[src/rtl/pipe_ctrl.sv]
// Pipeline stall/flush controller: merges ID/EX stall requests, sequences the
// iterative unit through start/done with a timeout, and applies exception flushes.
module pipe_ctrl #(
    parameter int STALL_W    = 6,
    parameter int CNT_W      = 6,
    parameter int MC_TIMEOUT = 40
) (
    input  logic               clk,
    input  logic               rst,
    input  logic               stallreq_id_i,
    input  logic               ex_mc_req_i,
    input  logic               mc_done_i,
    input  logic               flush_i,
    output logic [STALL_W-1:0] stall_o,
    output logic               flush_o,
    output logic               mc_start_o,
    output logic               mc_cancel_o,
    output logic               mc_result_valid_o,
    output logic               mc_error_o,
    output logic [1:0]         mc_state_o
);

    typedef enum logic [1:0] {
        IDLE  = 2'd0,
        START = 2'd1,
        BUSY  = 2'd2,
        DONE  = 2'd3
    } state_t;

    localparam logic [STALL_W-1:0] STALL_NONE = '0;
    localparam logic [STALL_W-1:0] STALL_ID   = STALL_W'(4'b0111);
    localparam logic [STALL_W-1:0] STALL_EX   = STALL_W'(4'b1111);
    localparam logic [CNT_W-1:0]   CNT_LAST   = CNT_W'(MC_TIMEOUT - 1);

    state_t           state_q, state_d;
    logic [CNT_W-1:0] cnt_q, cnt_d;
    logic             start_q, start_d;
    logic             cancel_q, cancel_d;
    logic             valid_q, valid_d;
    logic             error_q, error_d;

    always_comb begin
        state_d  = state_q;
        cnt_d    = cnt_q;
        start_d  = 1'b0;
        cancel_d = 1'b0;
        valid_d  = 1'b0;
        error_d  = 1'b0;
        if (flush_i) begin
            // A result already delivered in DONE needs no abort.
            state_d  = IDLE;
            cnt_d    = '0;
            cancel_d = (state_q == START) || (state_q == BUSY);
        end else begin
            case (state_q)
                IDLE: begin
                    if (ex_mc_req_i) begin
                        state_d = START;
                        start_d = 1'b1;
                    end
                end
                START: begin
                    state_d = BUSY;
                    cnt_d   = '0;
                end
                BUSY: begin
                    cnt_d = cnt_q + 1'b1;
                    if (mc_done_i) begin
                        state_d = DONE;
                        valid_d = 1'b1;
                    end else if (cnt_q == CNT_LAST) begin
                        state_d  = IDLE;
                        cnt_d    = '0;
                        error_d  = 1'b1;
                        cancel_d = 1'b1;
                    end
                end
                DONE: begin
                    state_d = IDLE;
                end
                default: begin
                    state_d = IDLE;
                end
            endcase
        end
    end

    always_ff @(posedge clk) begin
        if (rst) begin
            state_q  <= IDLE;
            cnt_q    <= '0;
            start_q  <= 1'b0;
            cancel_q <= 1'b0;
            valid_q  <= 1'b0;
            error_q  <= 1'b0;
        end else begin
            state_q  <= state_d;
            cnt_q    <= cnt_d;
            start_q  <= start_d;
            cancel_q <= cancel_d;
            valid_q  <= valid_d;
            error_q  <= error_d;
        end
    end

    // DONE is deliberately absent from the EX-stall term so the op can leave.
    always_comb begin
        stall_o = STALL_NONE;
        if (rst || flush_i) begin
            stall_o = STALL_NONE;
        end else if ((state_q == START) || (state_q == BUSY) ||
                     ((state_q == IDLE) && ex_mc_req_i)) begin
            stall_o = STALL_EX;
        end else if (stallreq_id_i) begin
            stall_o = STALL_ID;
        end
    end

    assign flush_o           = flush_i & ~rst;
    assign mc_start_o        = start_q;
    assign mc_cancel_o       = cancel_q;
    assign mc_result_valid_o = valid_q;
    assign mc_error_o        = error_q;
    assign mc_state_o        = state_q;

endmodule

[config.mk]
export PLATFORM = sky130hd
export DESIGN_NAME = pipe_ctrl
export DESIGN_NICKNAME = d
export VERILOG_FILES = /design/src/rtl/pipe_ctrl.sv
export SDC_FILE = /design/constraint.sdc
export NUM_CORES = 1
export LEC_CHECK = 0
export CAP_MARGIN = 20
export CORE_UTILIZATION = 48
export CTS_CLUSTER_SIZE = 40
export DETAILED_ROUTE_END_ITERATION = 7
export PLACE_DENSITY = 0.82
export SLEW_MARGIN = 20
export SYNTH_ARGS = -nofsm -noshare
export SYNTH_HDL_FRONTEND = slang
export SYNTH_SLANG_ARGS = --single-unit
[constraint.sdc]
create_clock -name clk -period 4.3 [get_ports clk]
set_input_delay 0.43 -clock clk [delete_from_list [all_inputs] [get_ports clk]]
set_output_delay 0.43 -clock clk [all_outputs]
set_load 0.05 [all_outputs]
# After elaboration in Yosys (flattened, before gate mapping)
# Index checks and enable logic that the tools add are counted.
dict set report totals {
  reg_bits 12
  output_inout_bits 13
  elab_cells 43
}
dict set report op_classes {
  add_sub_neg 1
  n_eq_ne 6
  n_mux 16
  bitwise 4
  reduce_logical 10
}
# operator count
set ops {}
lappend ops {{$mux W6} 2}
lappend ops {{$pmux W6 S2} 1}
lappend ops {{$mux W4} 2}
lappend ops {{$pmux W2 S4} 1}
lappend ops {{$add A6 B1 Y6 const B} 1}
lappend ops {{$eq A6 B6 Y1 const B} 1}
lappend ops {{$mux W1} 6}
lappend ops {{$mux W2} 3}
lappend ops {{$reduce_or A3 Y1} 2}
lappend ops {{$eq A2 B2 Y1 const B} 2}
lappend ops {{$logic_or A1 B1 Y1} 3}
lappend ops {{$mux W3} 1}
lappend ops {{$ne A3 B2 Y1 const B} 1}
lappend ops {{$not A1 Y1} 3}
lappend ops {{$eq A2 B1 Y1 const B} 1}
lappend ops {{$logic_not A2 Y1} 1}
lappend ops {{$ne A2 B2 Y1 const B} 1}
lappend ops {{$reduce_and A2 Y1} 1}
lappend ops {{$reduce_bool A2 Y1} 1}
lappend ops {{$reduce_or A2 Y1} 1}
lappend ops {{$and A1 B1 Y1} 1}
lappend ops {{$logic_and A1 B1 Y1} 1}

# Longest topological paths before layout
# Gate-level depths: netlist of run 1.
dict set report logic_depth {
  word_depth 5
  mapped_depth 7
  ltp_nobuf 6
}

# Worst setup path after synthesis of run 1
# No wires, ideal clock.
dict set report synth_timing {
  kind {register to output}
  from {register state_q[0], in the netlist mc_state_o[0]}
  to {output stall_o[1]}
  arrival_time_ps 2710
  required_ps 3870
  slack_ps 1160
  path_stages_with_launch 7
  n_path_buf 2
  cell_sequence {dfxtp_1 -> inv_1 -> ha_1 -> clkbuf_1 -> a21oi_1 -> a21oi_1 -> buf_4}
}
dict set report synth_via {
  elab_chain_cells 5
  word_cells_on_any_way 8
  classes_between {eq/ne: 2; mux: 2; reduce/logical: 4}
}
# item line_no
set synth_rtl {}
lappend synth_rtl {{from (decl)} 35} ;# state_t state_q, state_d;
lappend synth_rtl {{from (signal assigned)} 97} ;# state_q <= state_d;
lappend synth_rtl {{$eq A2 B1 Y1 (tied with other cells)} 111} ;# end else if ((state_q == START) || (state_q == BUSY) ||
lappend synth_rtl {{$logic_or A1 B1 Y1 / $logic_and A1 B1 Y1 (equally long branches)} {111, 112}}
lappend synth_rtl {{$logic_or A1 B1 Y1 *} 111}
lappend synth_rtl {{$mux W4 *} 111}
lappend synth_rtl {{$mux W4 *} 109} ;# if (rst || flush_i) begin
lappend synth_rtl {{to (decl)} 14} ;# output logic [STALL_W-1:0] stall_o,
# Mark *: on every way between the ends. The rest lies on a longest branch, timed or not.

# Worst setup path in the final report of run 1
dict set report layout_timing {
  from {register state_q[1], in the netlist mc_state_o[1]}
  to {output stall_o[2]}
}
# Same word-level chain as after synthesis.

==> impl_summary.log, run 1 <==
[metrics] Register Area: 240 um^2
[metrics] sequential-to-total area share from yosys stat: 37.3%
[metrics] port buffer count: 16
[metrics] Routed Antenna Nets: 0
[metrics] vias in the first global route: 483
[metrics] clock sink count: 12
[metrics] sum of negative setup slack: 0 ns
[metrics] Placeable Area: 1170 um^2
[metrics] normalized max-slew margin: 66.2%
[metrics] Final Cycle Share: 66.9%
[metrics] hold path endpoint: cnt_q[4]
[metrics] class of the most critical setup path: flip-flop to output pin
[metrics] count of TritonRoute iterations in the first routing pass: 4
[metrics] post-detail-place hpwl: 895 um
[metrics] Final setup violation count: 0
[metrics] ranking of synthesized cells by instance count: sky130_fd_sc_hd__dfxtp_1 (12), sky130_fd_sc_hd__a21oi_1 (7), sky130_fd_sc_hd__nor2_1 (7)
[metrics] Worst R2R Setup Slack: 2.48 ns
[metrics] growth of design area from synthesis to finish: 25.8%
[metrics] top achievable clock speed: 0.348 GHz
[metrics] wire length of the first global-routing pass: 2000 um
[metrics] Worst Hold Margin: 0.474 ns
[metrics] worst-margin pin slew: 0.506 ns
[metrics] cells resized by post-CTS repair: 0
[metrics] count of synthesis-stage warnings from yosys: 0
[metrics] overall via count from detail_route: 576
[metrics] total congestion overflow: 0
[metrics] initial antenna violation count: 0
[metrics] final max-slew violation count: 0
[metrics] number of cells on the worst hold path: 2
[metrics] Clock Path Buffers: 2
[metrics] clock-pin slew of the registers on the worst-case setup and hold paths: 0.07 ns
[metrics] setup repair after global routing missed its margin: no
[metrics] area share of the largest cell type after synthesis: 37.3%
[metrics] number of violations reported at the end of detailed-routing iteration 0: 12
[metrics] final weighted congestion of routability-driven global placement: 0.733
[metrics] maximum number of pins on one net before global-route repair: 15
[metrics] dominant synthesized flop cell: sky130_fd_sc_hd__dfxtp_1
[metrics] Crit Reg-Reg Startpoint: mc_state_o[0]
[metrics] H-tree depth reported by CTS: 1
[metrics] number of max-capacitance violations reported: 0
[metrics] share of async-settable or async-resettable flops after synthesis: 0%
[metrics] IO Count: 19
[metrics] count of flip-flops with a built-in enable after synthesis: 0
[metrics] instance count of the mapped netlist: 77
[metrics] cts bufs inserted: 3
[metrics] die area: 1490 um^2
[metrics] largest cells by area after synthesis: sky130_fd_sc_hd__dfxtp_1 (37%), sky130_fd_sc_hd__ha_1 (7.8%), sky130_fd_sc_hd__a21oi_1 (5.4%)
[metrics] total of hold buffers inserted after clock tree synthesis: 0
[metrics] leak pwr: 0.299 nW
[metrics] outcome: finished clean
[metrics] count of buffers added by post-CTS timing repair for setup: 0
[metrics] cell area after synthesis: 644 um^2
[metrics] critical path peak fanout: 14
[metrics] Row Count: 12
[metrics] shortest clock period the worst path allows after layout: 2.88 ns
[metrics] number of fill cells: 107
[metrics] Crit. End Element: output pin
[metrics] die span in y: 38.6 um
[metrics] required time of the worst setup path: 3.87 ns
[metrics] via density per instance: 5.49
[metrics] data arrival time of the critical path: 2.45 ns
[metrics] area of the multi-input gates: 355 um^2
[metrics] highest ir drop seen on vdd: 172 uV
[metrics] number of register bits inferred by synthesis: 12
[metrics] count of unresolved DRC violations after routing: 0
[metrics] Final Hold Violating Endpoints: 0
[metrics] final routed wirelength across all metal layers: 1240 um
[metrics] number of nets in the layout: 103
[metrics] post-synthesis cell type with the largest combined area: sky130_fd_sc_hd__dfxtp_1
[metrics] global-route total usage across every layer: 20.8%
[metrics] Yosys cell types: 32
[metrics] Post-Syn Area per Cell: 8.37 um^2
[metrics] Max Clock Skew: 0.00474 ns
[metrics] kind of start point of the critical path: flip-flop
[metrics] critical register-to-register path endpoint: cnt_q[3]
[metrics] clock latency at the later pin of the worst-skew pair: 0.27 ns
[metrics] number of diodes: 0
[metrics] CTS root buffer: sky130_fd_sc_hd__clkbuf_4
[metrics] classification of the worst-slack hold path: flip-flop to flip-flop
[metrics] initial core utilization: 55.0%
[metrics] fraction of final layout cells sized beyond drive strength 1: 7.69%
[metrics] Hold Startpoint: cnt_q[4]
[metrics] power density over the cells: 281 nW/um^2
[metrics] most common cell in the netlist: sky130_fd_sc_hd__dfxtp_1
[metrics] die width: 38.6 um
[metrics] clock tree from TritonCTS: yes
[metrics] routed length per placed instance: 11.8 um
[metrics] count of cells along the worst register-to-register path: 6
==> sequential cells by signal, indices dropped and copies added (netlist names) <==
name               cells
cnt_q                  6
mc_cancel_o            1
mc_error_o             1
mc_result_valid_o      1
mc_start_o             1
mc_state_o             2
==> cells by family (layout without fill, tap and decap cells) <==
family	Yosys count	count (layout)	share of synthesized area, %
and+or+nand+nor	33	33	29.9
AOI/OAI and AO/OA	17	17	16.3
DFF	12	12	37.3
buffers and inverters	10	23	8.16
adders and majority gates	4	4	7.77
other	1	2	0.582
==> layer usage <==
metal / track usage, % / share of wire [%] / up-vias
met2: 31.7 / 48 / 17
met3: 12.1 / 7.0 / 2
met5: 0 / 0 / -
met4: 10.3 / 0.89 / 0
li1: - / - / 297
met1: 22.6 / 44 / 260
==> how the worst max path moves through the flow <==
stage                  startpoint    endpoint  slack, ns  depth (start not counted)
global route        mc_state_o[1]  stall_o[0]       1.24                          5
detailed placement        flush_i  stall_o[2]       1.53                          4
global placement          flush_i  stall_o[0]       1.55                          4
CTS                 mc_state_o[1]  stall_o[2]       1.40                          5
finish              mc_state_o[1]  stall_o[2]       1.42                          5
floorplan           mc_state_o[0]  stall_o[1]       1.16                          6
==> stage by stage <==
step	util (%)	cell area [um^2]	power [mW]	instances	setup slack [ns]
floorplan	-	648	0.152	78	1.16
global placement	67.3	788	0.164	102	1.55
detailed placement	67.3	788	0.165	102	1.53
CTS	69.2	811	0.232	105	1.40
global route	69.2	811	0.242	105	1.24
finish	69.2	811	0.228	105	1.42
==> layout make-up <==
| cell class | instances | share of cell area (%) |
|---|---|---|
| Clock buffer | 3 | 2.78 |
| Inverter | 4 | 1.85 |
| Multi-Input combinational cell | 56 | 43.8 |
| Sequential cell | 12 | 29.6 |
| Tap cell | 14 | 2.16 |
| Timing Repair Buffer | 16 | 19.8 |
==> where the power goes <==
group          total (mW)  internal, mW  switching, mW
Combinational      0.0487        0.0168         0.0319
Sequential          0.113         0.113       0.000852
Clock              0.0660        0.0324         0.0336
Total               0.228         0.162         0.0664
==> layout by cell type (no fill, tap or decap) <==
cell	n
sky130_fd_sc_hd__nand3b_1	2
sky130_fd_sc_hd__nor4_1	1
sky130_fd_sc_hd__or2_2	1
sky130_fd_sc_hd__clkdlybuf4s50_1	16
sky130_fd_sc_hd__nor3_1	1
sky130_fd_sc_hd__inv_1	3
sky130_fd_sc_hd__and3_1	2
sky130_fd_sc_hd__or2_0	1
sky130_fd_sc_hd__nand3_1	5
sky130_fd_sc_hd__nand4_1	1
sky130_fd_sc_hd__a21o_1	1
sky130_fd_sc_hd__o31a_1	1
sky130_fd_sc_hd__or4b_1	1
sky130_fd_sc_hd__a31oi_1	3
sky130_fd_sc_hd__or2b_1	1
sky130_fd_sc_hd__a221oi_1	1
sky130_fd_sc_hd__nor2_1	7
sky130_fd_sc_hd__dfxtp_1	12
sky130_fd_sc_hd__clkinv_1	1
sky130_fd_sc_hd__nor2b_1	2
sky130_fd_sc_hd__ha_1	4
sky130_fd_sc_hd__and3b_2	1
sky130_fd_sc_hd__o21ai_0	2
sky130_fd_sc_hd__clkbuf_4	3
sky130_fd_sc_hd__nand3_2	1
sky130_fd_sc_hd__a21oi_1	7
sky130_fd_sc_hd__conb_1	2
sky130_fd_sc_hd__nand2b_1	3
sky130_fd_sc_hd__nand2_1	2
sky130_fd_sc_hd__o21ai_1	1
sky130_fd_sc_hd__a2111o_1	1
sky130_fd_sc_hd__and3_2	1
==> worst max-delay path, stage by stage, from the launching register on <==
cell                              delay (ns)
sky130_fd_sc_hd__dfxtp_1                0.40
sky130_fd_sc_hd__inv_1                  0.08
sky130_fd_sc_hd__ha_1                   0.51
sky130_fd_sc_hd__a21oi_1                0.10
sky130_fd_sc_hd__a21oi_1                0.24
sky130_fd_sc_hd__clkdlybuf4s50_1        0.84
No activity file was read; power rests on OpenSTA's default activity.
==> inputs of run 2 (changes only) <==
Settings changed: CORE_UTILIZATION 48 to 40, PLACE_DENSITY 0.82 to 0.73.
Clock period 4.3 ns to 2.6 ns, I/O delays scaled along.
==> impl_summary.log, run 2 (synthesis gave the netlist of run 1 again) <==
[metrics] critical register-to-register path endpoint: cnt_q[3]
[metrics] clock-pin slew of the registers on the worst-case setup and hold paths: 0.08 ns (about the same)
[metrics] Final Cycle Share: 80.3%
[metrics] Final setup violation count: 0 (unchanged)
[metrics] total congestion overflow: 0 (unchanged)
[metrics] switching pwr: 0.119 mW (+80%)
[metrics] required time of the worst setup path: 2.34 ns (-1.53 ns)
[metrics] die area: 1780 um^2 (+19%)
[metrics] most frequent cells in the layout: sky130_fd_sc_hd__dfxtp_1 (12), sky130_fd_sc_hd__clkdlybuf4s50_1 (12), sky130_fd_sc_hd__nor2_1 (7)
[metrics] max reg flops: 6 (unchanged)
[metrics] die span in y: 42.1 um (+9.0%)
[metrics] switching share of power: 28.6% (-0.53 points)
[metrics] hold path endpoint: cnt_q[4]
[metrics] crit-path leading delay family: adder cells
[metrics] number of cells on the worst hold path: 2 (unchanged)
[metrics] clock sink count: 12 (unchanged)
[metrics] placed insts: 104 (+2.0%)
[metrics] Final Hold Violating Endpoints: 0 (unchanged)
[metrics] count of TritonRoute iterations in the first routing pass: 4 (unchanged)
[metrics] die width: 42.1 um (+9.0%)
[metrics] setup repair after global routing missed its margin: no
[metrics] Worst Setup Slack post-DPL: 0.603 ns (-0.927 ns)
[metrics] Clock Path Buffers: 2 (unchanged)
[metrics] initial core utilization: 42.8% (-12 points)
[metrics] final weighted congestion of routability-driven global placement: 0.759 (+3.5%)
[metrics] register with the highest flop count: cnt_q
[metrics] count of buffers added by post-CTS timing repair for setup: 0 (unchanged)
[metrics] class of the most critical setup path: flip-flop to output pin
[metrics] Max stage delay on crit path: 0.47 ns (-0.37 ns)
[metrics] global-route total usage across every layer: 16.4% (-4.4 points)
[metrics] leak pwr: 0.314 nW (+5.0%)
[metrics] worst-margin pin slew: 0.536 ns (+0.0302 ns)
[metrics] fraction of power consumed by sequential logic: 44.9% (-4.8 points)
[metrics] post-detail-place hpwl: 964 um (+7.7%)
[metrics] final routed wirelength across all metal layers: 1290 um (+4.7%)
[metrics] cell with the biggest individual delay on the critical path: sky130_fd_sc_hd__ha_1
[metrics] Placeable Area: 1510 um^2 (+29%)
[metrics] top achievable clock speed: 0.479 GHz
[metrics] fraction of final layout cells sized beyond drive strength 1: 14.1% (+6.4 points)
[metrics] count of cells along the worst register-to-register path: 6 (unchanged)
[metrics] kind of start point of the critical path: flip-flop
[metrics] sum of negative setup slack: 0 ns (unchanged)
[metrics] non-filler instance count after layout: 108 (+2.9%)
[metrics] H-tree depth reported by CTS: 1 (unchanged)
[metrics] Crit. End Element: output pin
[metrics] Gate power share: 19.6% (-1.7 points)
[metrics] wire length of the first global-routing pass: 2110 um (+5.5%)
[metrics] maximum number of pins on one net before global-route repair: 15 (unchanged)
[metrics] power density over the cells: 504 nW/um^2 (+79%)
[metrics] total of hold buffers inserted after clock tree synthesis: 0 (unchanged)
[metrics] final setup margin: 0.513 ns (-0.911 ns)
[metrics] cts bufs inserted: 3 (unchanged)
[metrics] routed length per placed instance: 12.0 um (+1.8%)
[metrics] port buffer count: 16 (unchanged)
[metrics] Worst R2R Setup Slack: 0.79 ns (-1.69 ns)
[metrics] via density per instance: 5.44 (-0.75%)
[metrics] shortest clock period the worst path allows after layout: 2.09 ns
[metrics] CTS root buffer: sky130_fd_sc_hd__clkbuf_4
[metrics] outcome: finished clean
[metrics] internal power contribution: 0.298 mW (+84%)
[metrics] clock latency at the later pin of the worst-skew pair: 0.27 ns (about the same)
[metrics] Max Clock Skew: 0.00527 ns (+0.000528 ns)
[metrics] final max-slew violation count: 0 (unchanged)
[metrics] Worst Hold Margin: 0.480 ns (+0.00690 ns)
[metrics] clock network power share: 35.5% (+6.6 points)
[metrics] Row Count: 14 (+2)
[metrics] number of nets in the layout: 103 (unchanged)
[metrics] Hold Startpoint: cnt_q[4]
[metrics] initial antenna violation count: 0 (unchanged)
[metrics] number of max-capacitance violations reported: 0 (unchanged)
[metrics] critical path cell sequence: inv_1, ha_1, a21oi_1, a21oi_4, buf_4
[metrics] Crit Reg-Reg Startpoint: mc_state_o[0]
[metrics] post-place instance area: 792 um^2 (+0.48%)
[metrics] IO Count: 19 (unchanged)
[metrics] classification of the worst-slack hold path: flip-flop to flip-flop
[metrics] overall via count from detail_route: 588 (+2.1%)
[metrics] number of diodes: 0 (unchanged)
[metrics] count of unresolved DRC violations after routing: 0 (unchanged)
[metrics] Buf+Inv Stages, Crit Path: 2 (unchanged)
[metrics] Routed Antenna Nets: 0 (unchanged)
[metrics] data arrival time of the critical path: 1.83 ns (-0.62 ns)
[metrics] number of violations reported at the end of detailed-routing iteration 0: 18 (+6)
[metrics] critical path peak fanout: 14 (unchanged)
[metrics] final standard cell area without fillers: 828 um^2 (+2.2%)
[metrics] growth of design area from synthesis to finish: 28.5%
[metrics] highest ir drop seen on vdd: 308 uV (+79%)
[metrics] normalized max-slew margin: 64.1% (-2.1 points)
[metrics] vias in the first global route: 493 (+2.1%)
[metrics] cells resized by post-CTS repair: 0 (unchanged)
[metrics] clock tree from TritonCTS: yes
## run 2: cell count changes in the layout (fill, tap and decap cells not counted), sizes merged
cell / delta
buf: +4
clkdlybuf4s50: -4
clkbuf: +1
## run 2: power groups by stage
stage | Combinational (mW) | Sequential [mW] | Clock, mW
detailed placement | 0.0824 | 0.192 | 0
global route | 0.0872 | 0.188 | 0.166
global placement | 0.0819 | 0.192 | 0
CTS | 0.0825 | 0.188 | 0.156
finish | 0.0819 | 0.188 | 0.148
floorplan | 0.0528 | 0.201 | 0
## run 2: area by class of cell
type | instances | area, um^2
sequential | 12 | 240
clock buffer | 4 | 36.3
timing repair buffer | 16 | 150
tap | 16 | 20.0
multi-input combinational | 56 | 367
inverter | 4 | 15.0
fill | 155 | 678
## run 2: worst reg2reg max path, delay by kind of cell, from the launching register on
family	cells	cell delay, ns
flip-flops	1	0.33
adder cells (fa/ha/maj)	1	0.27
buffers and inverters	2	0.35
AND/OR/NAND/NOR	1	0.14
AO/OA/AOI/OAI	2	0.65
## run 2: metal layers
layer | global-route usage (%) | vias to the layer above | part of all wire (%)
li1 | - | 297 | -
met1 | 19.1 | 269 | 44
met2 | 25.0 | 20 | 46
met3 | 8.19 | 2 | 7.9
met4 | 7.50 | 0 | 1.4
met5 | 0 | - | 0
## run 2: how the worst max path moves through the flow
| stage | startpoint | endpoint | cells after the start |
|---|---|---|---|
| 4_1_cts | mc_state_o[0] | stall_o[1] | 5 |
| 3_5_place_dp | flush_i | flush_o | 3 |
| 6_report | mc_state_o[0] | stall_o[1] | 5 |
| 3_3_place_gp | flush_i | flush_o | 3 |
| 2_1_floorplan | mc_state_o[0] | stall_o[3] | 5 |
| 5_1_grt | mc_state_o[0] | stall_o[1] | 5 |
## run 2: through the flow
stage	power (mW)	util (%)
2_1_floorplan	0.253	-
3_3_place_gp	0.274	52.6
3_5_place_dp	0.274	52.6
4_1_cts	0.426	55.0
5_1_grt	0.442	55.0
6_report	0.418	55.0
==> inputs of run 3 (changes only) <==
Settings changed: CORE_UTILIZATION 40 to 44, PLACE_DENSITY 0.73 to 0.76.
Clock period 2.6 ns to 2.16 ns, I/O delays scaled along.
==> impl_summary.log, run 3 (synthesis gave the netlist of run 1 again) <==
[metrics] leak pwr: 0.335 nW (+6.6%)
[metrics] clock latency at the later pin of the worst-skew pair: 0.28 ns (about the same)
[metrics] number of fill cells: 118 (-24%)
[metrics] H-tree depth reported by CTS: 1 (unchanged)
[metrics] data arrival time of the critical path: 1.70 ns (-0.13 ns)
[metrics] global-route total usage across every layer: 21.9% (+5.5 points)
[metrics] number of max-capacitance violations reported: 0 (unchanged)
[metrics] crit-path leading delay family: compound AO/OA/AOI/OAI gates
[metrics] Clock Path Buffers: 2 (unchanged)
[metrics] final weighted congestion of routability-driven global placement: 0.925 (+22%)
[metrics] outcome: finished clean
[metrics] total congestion overflow: 0 (unchanged)
[metrics] placed insts: 104 (unchanged)
[metrics] Crit Reg-Reg Startpoint: mc_state_o[0]
[metrics] shortest clock period the worst path allows after layout: 1.91 ns
[metrics] port buffer count: 16 (unchanged)
[metrics] Final setup violation count: 0 (unchanged)
[metrics] Max Clock Skew: 0.00283 ns (-0.00244 ns)
[metrics] Crit. End Element: output pin
[metrics] count of unresolved DRC violations after routing: 0 (unchanged)
[metrics] count of cells along the worst register-to-register path: 6 (unchanged)
[metrics] die area: 1620 um^2 (-8.7%)
[metrics] required time of the worst setup path: 1.94 ns (-0.40 ns)
[metrics] worst-margin pin slew: 0.515 ns (-0.0215 ns)
[metrics] initial antenna violation count: 0 (unchanged)
[metrics] vias in the first global route: 521 (+5.7%)
[metrics] Max stage delay on crit path: 0.34 ns (-0.13 ns)
[metrics] classification of the worst-slack hold path: flip-flop to flip-flop
[metrics] clock tree from TritonCTS: yes
[metrics] Routed Antenna Nets: 0 (unchanged)
[metrics] Placeable Area: 1330 um^2 (-11%)
[metrics] max reg flops: 6 (unchanged)
[metrics] most common cell after layout, fill and taps aside: sky130_fd_sc_hd__clkdlybuf4s50_1
[metrics] highest ir drop seen on vdd: 477 uV (+55%)
[metrics] top achievable clock speed: 0.522 GHz
[metrics] critical path peak fanout: 5 (-9)
[metrics] die span in y: 40.3 um (-4.4%)
[metrics] Final Hold Violating Endpoints: 0 (unchanged)
[metrics] routed length per placed instance: 13.5 um (+12%)
[metrics] total of hold buffers inserted after clock tree synthesis: 0 (unchanged)
[metrics] number of violations reported at the end of detailed-routing iteration 0: 20 (+2)
[metrics] non-filler instance count after layout: 108 (unchanged)
[metrics] critical register-to-register path endpoint: cnt_q[3]
[metrics] normalized max-slew margin: 65.5% (+1.4 points)
[metrics] CTS root buffer: sky130_fd_sc_hd__clkbuf_4
[metrics] fraction of final layout cells sized beyond drive strength 1: 19.4% (+5.2 points)
[metrics] count of buffers added by post-CTS timing repair for setup: 0 (unchanged)
[metrics] count of TritonRoute iterations in the first routing pass: 4 (unchanged)
[metrics] overall via count from detail_route: 623 (+6.0%)
[metrics] Row Count: 13 (-1)
[metrics] class of the most critical setup path: flip-flop to output pin
[metrics] kind of start point of the critical path: flip-flop
[metrics] register with the highest flop count: cnt_q
[metrics] final standard cell area without fillers: 887 um^2 (+7.1%)
[metrics] maximum number of pins on one net before global-route repair: 14 (-1)
[metrics] wire length of the first global-routing pass: 2190 um (+3.6%)
[metrics] number of diodes: 0 (unchanged)
[metrics] number of cells on the worst hold path: 2 (unchanged)
[metrics] Hold Startpoint: cnt_q[4]
[metrics] via density per instance: 5.77 (+6.0%)
[metrics] hold path endpoint: cnt_q[4]
[metrics] IO Count: 19 (unchanged)
[metrics] most frequent cells in the layout: sky130_fd_sc_hd__clkdlybuf4s50_1 (11), sky130_fd_sc_hd__dfxtp_1 (10), sky130_fd_sc_hd__a21oi_1 (6), sky130_fd_sc_hd__nor2_1 (6), sky130_fd_sc_hd__nand3_1 (5)
[metrics] growth of design area from synthesis to finish: 37.7%
[metrics] clock-pin slew of the registers on the worst-case setup and hold paths: 0.08 ns (about the same)
[metrics] Worst R2R Setup Slack: 0.40 ns (-0.39 ns)
[metrics] number of nets in the layout: 104 (+0.97%)
[metrics] initial core utilization: 48.3% (+5.5 points)
[metrics] cell with the biggest individual delay on the critical path: sky130_fd_sc_hd__dfxtp_2
[metrics] post-place instance area: 851 um^2 (+7.4%)
[metrics] post-detail-place hpwl: 1090 um (+13%)
[metrics] sum of negative setup slack: 0 ns (unchanged)
[metrics] final max-slew violation count: 0 (unchanged)
[metrics] critical path cell sequence: inv_1, ha_1, a21oi_1, a21oi_4, buf_12
[metrics] cells resized by post-CTS repair: 0 (unchanged)
[metrics] Buf+Inv Stages, Crit Path: 2 (unchanged)
[metrics] setup repair after global routing missed its margin: no
[metrics] die width: 40.3 um (-4.4%)
[metrics] Final Cycle Share: 88.7%
[metrics] cts bufs inserted: 3 (unchanged)
[metrics] clock sink count: 12 (unchanged)
[metrics] power density over the cells: 591 nW/um^2 (+17%)
[metrics] final routed wirelength across all metal layers: 1450 um (+12%)
-- run 3: cell types whose count changed in the layout (fill, tap and decap cells not counted) --
cell	before	now
sky130_fd_sc_hd__nor2_2	0	1
sky130_fd_sc_hd__buf_4	4	2
sky130_fd_sc_hd__clkdlybuf4s50_1	12	11
sky130_fd_sc_hd__nor2_1	7	6
sky130_fd_sc_hd__dfxtp_1	12	10
sky130_fd_sc_hd__buf_12	0	4
sky130_fd_sc_hd__dfxtp_2	0	2
-- run 3: area by class of cell --
type | instances | area (um^2) | area share [%]
Timing Repair Buffer | 17 | 205 | 23.1
Sequential cell | 12 | 243 | 27.4
Tap cell | 15 | 18.8 | 2.12
Clock buffer | 4 | 36.3 | 4.09
Multi-Input combinational cell | 56 | 369 | 41.6
Inverter | 4 | 15.0 | 1.69
-- run 3: routing by layer --
metal	vias to the layer above	routed length [um]	GRT usage, %
met4	0	52	16.7
met3	7	127	5.56
li1	302	-	-
met1	279	568	25.1
met2	35	705	34.7
met5	-	0	0
-- run 3: power by group --
part,total [mW],switching (mW),internal (mW),leakage [nW]
registers,0.226,0.00161,0.224,0.0979
logic,0.117,0.0719,0.0451,0.216
clock network,0.181,0.0785,0.103,0.0210
total,0.524,0.152,0.372,0.335
-- run 3: stage by stage --
stage	utilization (%)	power, mW	setup WS, ns	hold slack, ns
after floorplan	-	0.306	-0.0357	0.306
after global placement	63.8	0.346	0.427	0.458
after detailed placement	63.8	0.348	0.426	0.456
after CTS	66.5	0.525	0.237	0.473
after global routing	66.5	0.543	0.141	0.504
final	66.5	0.524	0.245	0.472
-- run 3: worst reg2reg max path, cell delays in order (launching register included) --
cell	delay, ns
sky130_fd_sc_hd__dfxtp_2	0.33
sky130_fd_sc_hd__inv_1	0.13
sky130_fd_sc_hd__ha_1	0.26
sky130_fd_sc_hd__clkinv_1	0.20
sky130_fd_sc_hd__a31oi_1	0.46
sky130_fd_sc_hd__nand3_1	0.13
sky130_fd_sc_hd__a31oi_1	0.18
-- run 3: worst max-delay path by stage --
stage                  startpoint          to  slack [ns]  cells after the start
floorplan           mc_state_o[0]  stall_o[1]       -0.04                      6
global placement          flush_i  stall_o[2]        0.43                      4
detailed placement        flush_i  stall_o[0]        0.43                      4
CTS                 mc_state_o[0]  stall_o[0]        0.24                      5
global route        mc_state_o[0]  stall_o[2]        0.14                      5
finish              mc_state_o[0]  stall_o[0]        0.25                      5
==> patch 1: new RTL, config.mk and constraints of run 2 <==
Change the parameter `CNT_W` from 6 to 4.
--- a/src/rtl/pipe_ctrl.sv
+++ b/src/rtl/pipe_ctrl.sv
@@ -2,7 +2,7 @@
 // iterative unit through start/done with a timeout, and applies exception flushes.
 module pipe_ctrl #(
     parameter int STALL_W    = 6,
-    parameter int CNT_W      = 6,
+    parameter int CNT_W      = 4,
     parameter int MC_TIMEOUT = 40
 ) (
     input  logic               clk,
Formal check against the unedited RTL: same outputs for any inputs over 10 cycles, from zero or initial values and one cycle with rst high; that may be too few to reach the edited logic, so the function may still have changed.
==> patch 1 against run 2 <==
Highest routed layer unchanged. Routed wire length down 12%. Worst setup slack better by 110 ps. Worst hold slack worse by 8.5 ps. Area after synthesis down 15%. Sequential cell count down 2. Design area down 13%. Largest cell class unchanged. First-iteration DRC count down 11%. Power down 8.4%.
==> patch 1: results (changes against run 2) <==
- Port bufs: 16 (unchanged)
- LEAKAGE: 0.270 nW (was 0.314 nW)
- Global-route wire length before repair: 1.84 mm (was 2.11 mm)
- Vias in the first global route: 465 (was 493)
- GPL Wtd Cong: 0.778 (was 0.759)
- Antenna violations before repair: 0 (unchanged)
- Ranking of synthesized cells by area: dfxtp_1, ha_1, a21oi_1, buf_4, nand2_1 (was dfxtp_1, ha_1, a21oi_1, buf_4, nor2_1)
- Fill cell count: 119 (was 155)
- Netlist cell types: 26 (was 32)
- Wire per inst: 11.9 um (was 12.0 um)
- CP arrival: 1720 ps (was 1830 ps)
- Largest Register: cnt_q (unchanged)
- Run status: finished, final reports clean (unchanged)
- Routed vias: 518 (was 588)
- Depth of the worst register-to-register path: 5 (was 6)
- Clock Pin Slew Worst Setup and Hold Paths: 70 ps
- Layout cell share with drive strength beyond 1: 11.0% (was 14.1%)
- Crit path largest cell delay: 800 ps (was 470 ps)
- Critical-path top delay cell: clkdlybuf4s50_1 (was ha_1)
- Nets@finish: 93 (was 103)
- Setup Buffers After CTS: 0 (unchanged)
- Max reg flops: 4 (was 6)
- WHS Path Cells: 2 (unchanged)
- Post-synthesis sequential area ratio: 36.5% (was 37.3%)
- Largest net degree at the start of global routing: 9 (was 15)
- Switching power: 0.000115 W (was 0.000119 W)
- Pre-Repair DR Iteration Count: 4 (unchanged)
- Clock root buffer: clkbuf_4 (unchanged)
- Fin Clk Skew: 7.73 ps (was 5.27 ps)
- Peak VDD IR: 0.280 mV (was 0.308 mV)
- DP HPWL: 826 um (was 964 um)
- Synth cell count leaders: dfxtp_1, a21oi_1, nand2_1, inv_1 (was dfxtp_1, a21oi_1, nor2_1, nand3_1)
- Critical path fanouts, max: 5 (was 14)
- Initial DRC count: 16 (was 18)
- Total GRT Usage: 18.9% (was 16.4%)
- Diodes inserted: 0 (unchanged)
==> patch 1: worst paths after layout <==
path	from	endpoint	slack, ps
min reg2reg	cnt_q[3]$_SDFFE_PN0P_	cnt_q[3]$_SDFFE_PN0P_	470
min	cnt_q[3]$_SDFFE_PN0P_	cnt_q[3]$_SDFFE_PN0P_	470
max	flush_i	flush_o	620
max reg2reg	mc_state_o[0]$_SDFFE_PN0P_	mc_state_o[0]$_SDFFE_PN0P_	1190
==> patch 1: stage by stage <==
step	setup WS (ps)	area [um^2]	instances	hold slack (ps)	utilization, %
4_1_cts	620	718	96	477	60.5
3_5_place_dp	620	682	92	466	57.5
3_3_place_gp	620	682	92	462	57.5
6_report	620	718	96	472	60.5
2_1_floorplan	242	556	67	329	-
5_1_grt	553	718	96	503	60.5
==> patch 1: layout make-up <==
class / instances / area [um^2] / area share (%)
Multi-Input combinational cell: 47 / 295 / 41.1
Sequential cell: 10 / 200 / 27.9
Timing Repair Buffer: 16 / 150 / 20.9
Clock buffer: 4 / 36.3 / 5.05
Inverter: 5 / 18.8 / 2.61
Tap cell: 14 / 17.5 / 2.44
==> patch 1: power by group through the flow <==
stage | clock network (W) | registers [W] | logic (W)
6_report | 0.000145 | 0.000157 | 0.0000808
3_3_place_gp | 0 | 0.000161 | 0.0000797
4_1_cts | 0.000146 | 0.000157 | 0.0000805
5_1_grt | 0.000156 | 0.000158 | 0.0000858
2_1_floorplan | 0 | 0.000170 | 0.0000510
3_5_place_dp | 0 | 0.000161 | 0.0000803
==> patch 1: layer usage <==
layer / global-route usage, % / wire length, um
met3: 6.94 / 85
met1: 19.8 / 507
met4: 12.9 / 27
met5: 0 / 0
met2: 30.8 / 524
==> patch 1: worst max-delay path: cells and delay by family <==
family / cells / cell delay [ps]
and+or+nand+nor: 1 / 140
buffers and inverters: 2 / 1320
==> patch 1: cell families (layout without fill, tap and decap cells) <==
group,after synthesis,count (layout),synth area share (%)
buffers and inverters,10,25,11.0
flip-flops,10,10,36.5
other,1,2,0.684
AND/OR/NAND/NOR,25,25,24.4
AO/OA/AOI/OAI,15,15,16.4
adder cells (fa/ha/maj),4,4,9.13
multiplexers,1,1,1.83
==> patch 2: new RTL, config.mk and constraints of run 2 <==
Without the edit above. Register the output `mc_error_o` once more, without a reset; this adds one clock of latency there. The other outputs are not delayed to match.
--- a/src/rtl/pipe_ctrl.sv
+++ b/src/rtl/pipe_ctrl.sv
@@ -120,7 +120,9 @@
     assign mc_start_o        = start_q;
     assign mc_cancel_o       = cancel_q;
     assign mc_result_valid_o = valid_q;
-    assign mc_error_o        = error_q;
+    always_ff @(posedge clk) begin
+        mc_error_o <= error_q;
+    end
     assign mc_state_o        = state_q;
 
 endmodule
Function: same outputs for any inputs over 10 cycles, from zero or initial values and one cycle with rst high; that may be too few to reach the edited logic, so the function may still have changed.
==> patch 2 against run 2 <==
The flow now finishes with violations (DRC). Power shrank 1.2%. Via count grew 1.9%. Routed wire length grew 3.9%. Sequential cell count grew 1. Sequential power grew 8%. Worst setup slack lost 4.9 ps. Clock skew grew 4.9 ps. Combinational power grew 7.3%. Area after synthesis grew 6.0%. Design area grew 2.0%. Non-clock buffer count is the same. Largest power group unchanged.
==> patch 2: results (changes against run 2) <==
- Post-synthesis cell count: 79 (was 77)
- DRT Wirelength: 1.34 mm (was 1.29 mm)
- Total GRT Usage: 16.3% (was 16.4%)
- DP HPWL: 1000 um (was 964 um)
- GPL Wtd Cong: 0.811 (was 0.759)
- # DRC: 6 (was 0)
- Run status: complete, but fails checks (was finished, final reports clean)
- Wire length on met1: 595 um (was 572 um)
- Crit path largest cell delay: 560 ps (was 470 ps)
- WHS Path Cells: 0 (was 2)
- Pre-Repair DR Iteration Count: 6 (was 4)
- Peak VDD IR: 0.215 mV (was 0.308 mV)
- DP Worst Slack: 592 ps (was 603 ps)
- Netlist cell types: 31 (was 32)
- LEAKAGE: 0.341 nW (was 0.314 nW)
- Critical path fanouts, max: 15 (was 14)
- Synth Area in Compound Gates: 15.9% (was 16.3%)
- Max_slew headroom: 66.2% (was 64.1%)
- DR WL met2: 644 um (was 601 um)
- Ranking of synthesized cells by area: dfxtp_1, ha_1, buf_4, nor2_1, nand3_1 (was dfxtp_1, ha_1, a21oi_1, buf_4, nor2_1)
- Nets@finish: 105 (was 103)
- Violated checks: DRC
- Post_cts resized: 0 (unchanged)
- Synth cell count leaders: dfxtp_1, nor2_1, nand3_1 (was dfxtp_1, a21oi_1, nor2_1, nand3_1)
- Fin Clk Skew: 10.2 ps (was 5.27 ps)
- Largest net degree at the start of global routing: 16 (was 15)
- Layout cell share with drive strength beyond 1: 12.8% (was 14.1%)
- Routed vias: 599 (was 588)
- Adder-cell share of the synthesized area: 7.33% (was 7.77%)
==> patch 2: kinds of logic after synthesis <==
family                     Yosys count
DFF                                 13
other                                1
AOI/OAI and AO/OA                   15
and+or+nand+nor                     36
adders and majority gates            4
buffers and inverters               10
==> patch 2: routing by layer <==
metal  vias up  GRT usage [%]
li1        300              -
met1       275           18.0
met2        22           28.2
met3         2           4.68
met4         0           8.75
met5         -              0
==> patch 2: worst reg2reg max path, delay by kind of cell, from the launching register on <==
kind                     cells  cell delay (ps)
adder cells (fa/ha/maj)      1              280
buffers and inverters        2              310
AO/OA/AOI/OAI                2              210
AND/OR/NAND/NOR              1              360
flip-flops                   1              370
==> patch 2: worst paths after layout <==
kind	end	from	slack, ps
worst max-delay path	stall_o[1]	mc_state_o[1]$_SDFFE_PN0P_	510
worst min register to register	mc_error_o$_DFF_P_	error_q$_SDFF_PN0_	330
worst min-delay path	mc_error_o$_DFF_P_	error_q$_SDFF_PN0_	330
worst max register to register	mc_state_o[0]$_SDFFE_PN0P_	mc_state_o[0]$_SDFFE_PN0P_	970
==> patch 2: stage by stage <==
step / cell area [um^2] / utilization, % / std cells
after detailed placement: 818 / 52.5 / 106
after global routing: 845 / 54.2 / 110
final: 845 / 54.2 / 110
after CTS: 845 / 54.2 / 110
after floorplan: 687 / - / 80
after global placement: 818 / 52.5 / 106
==> patch 2: area by class of cell <==
| type | count | area, um^2 |
|---|---|---|
| clock buffer | 4 | 26.3 |
| fill | 149 | 714 |
| inverter | 4 | 15.0 |
| multi-input combinational | 57 | 373 |
| sequential | 13 | 260 |
| tap | 16 | 20.0 |
| timing repair buffer | 16 | 150 |
==> patch 2: power breakdown <==
part	switching (W)	internal [W]	total [W]	leakage [nW]
logic	0.0000594	0.0000285	0.0000879	0.221
clock network	0.0000625	0.0000593	0.000122	0.0150
registers	0.00000158	0.000201	0.000203	0.105
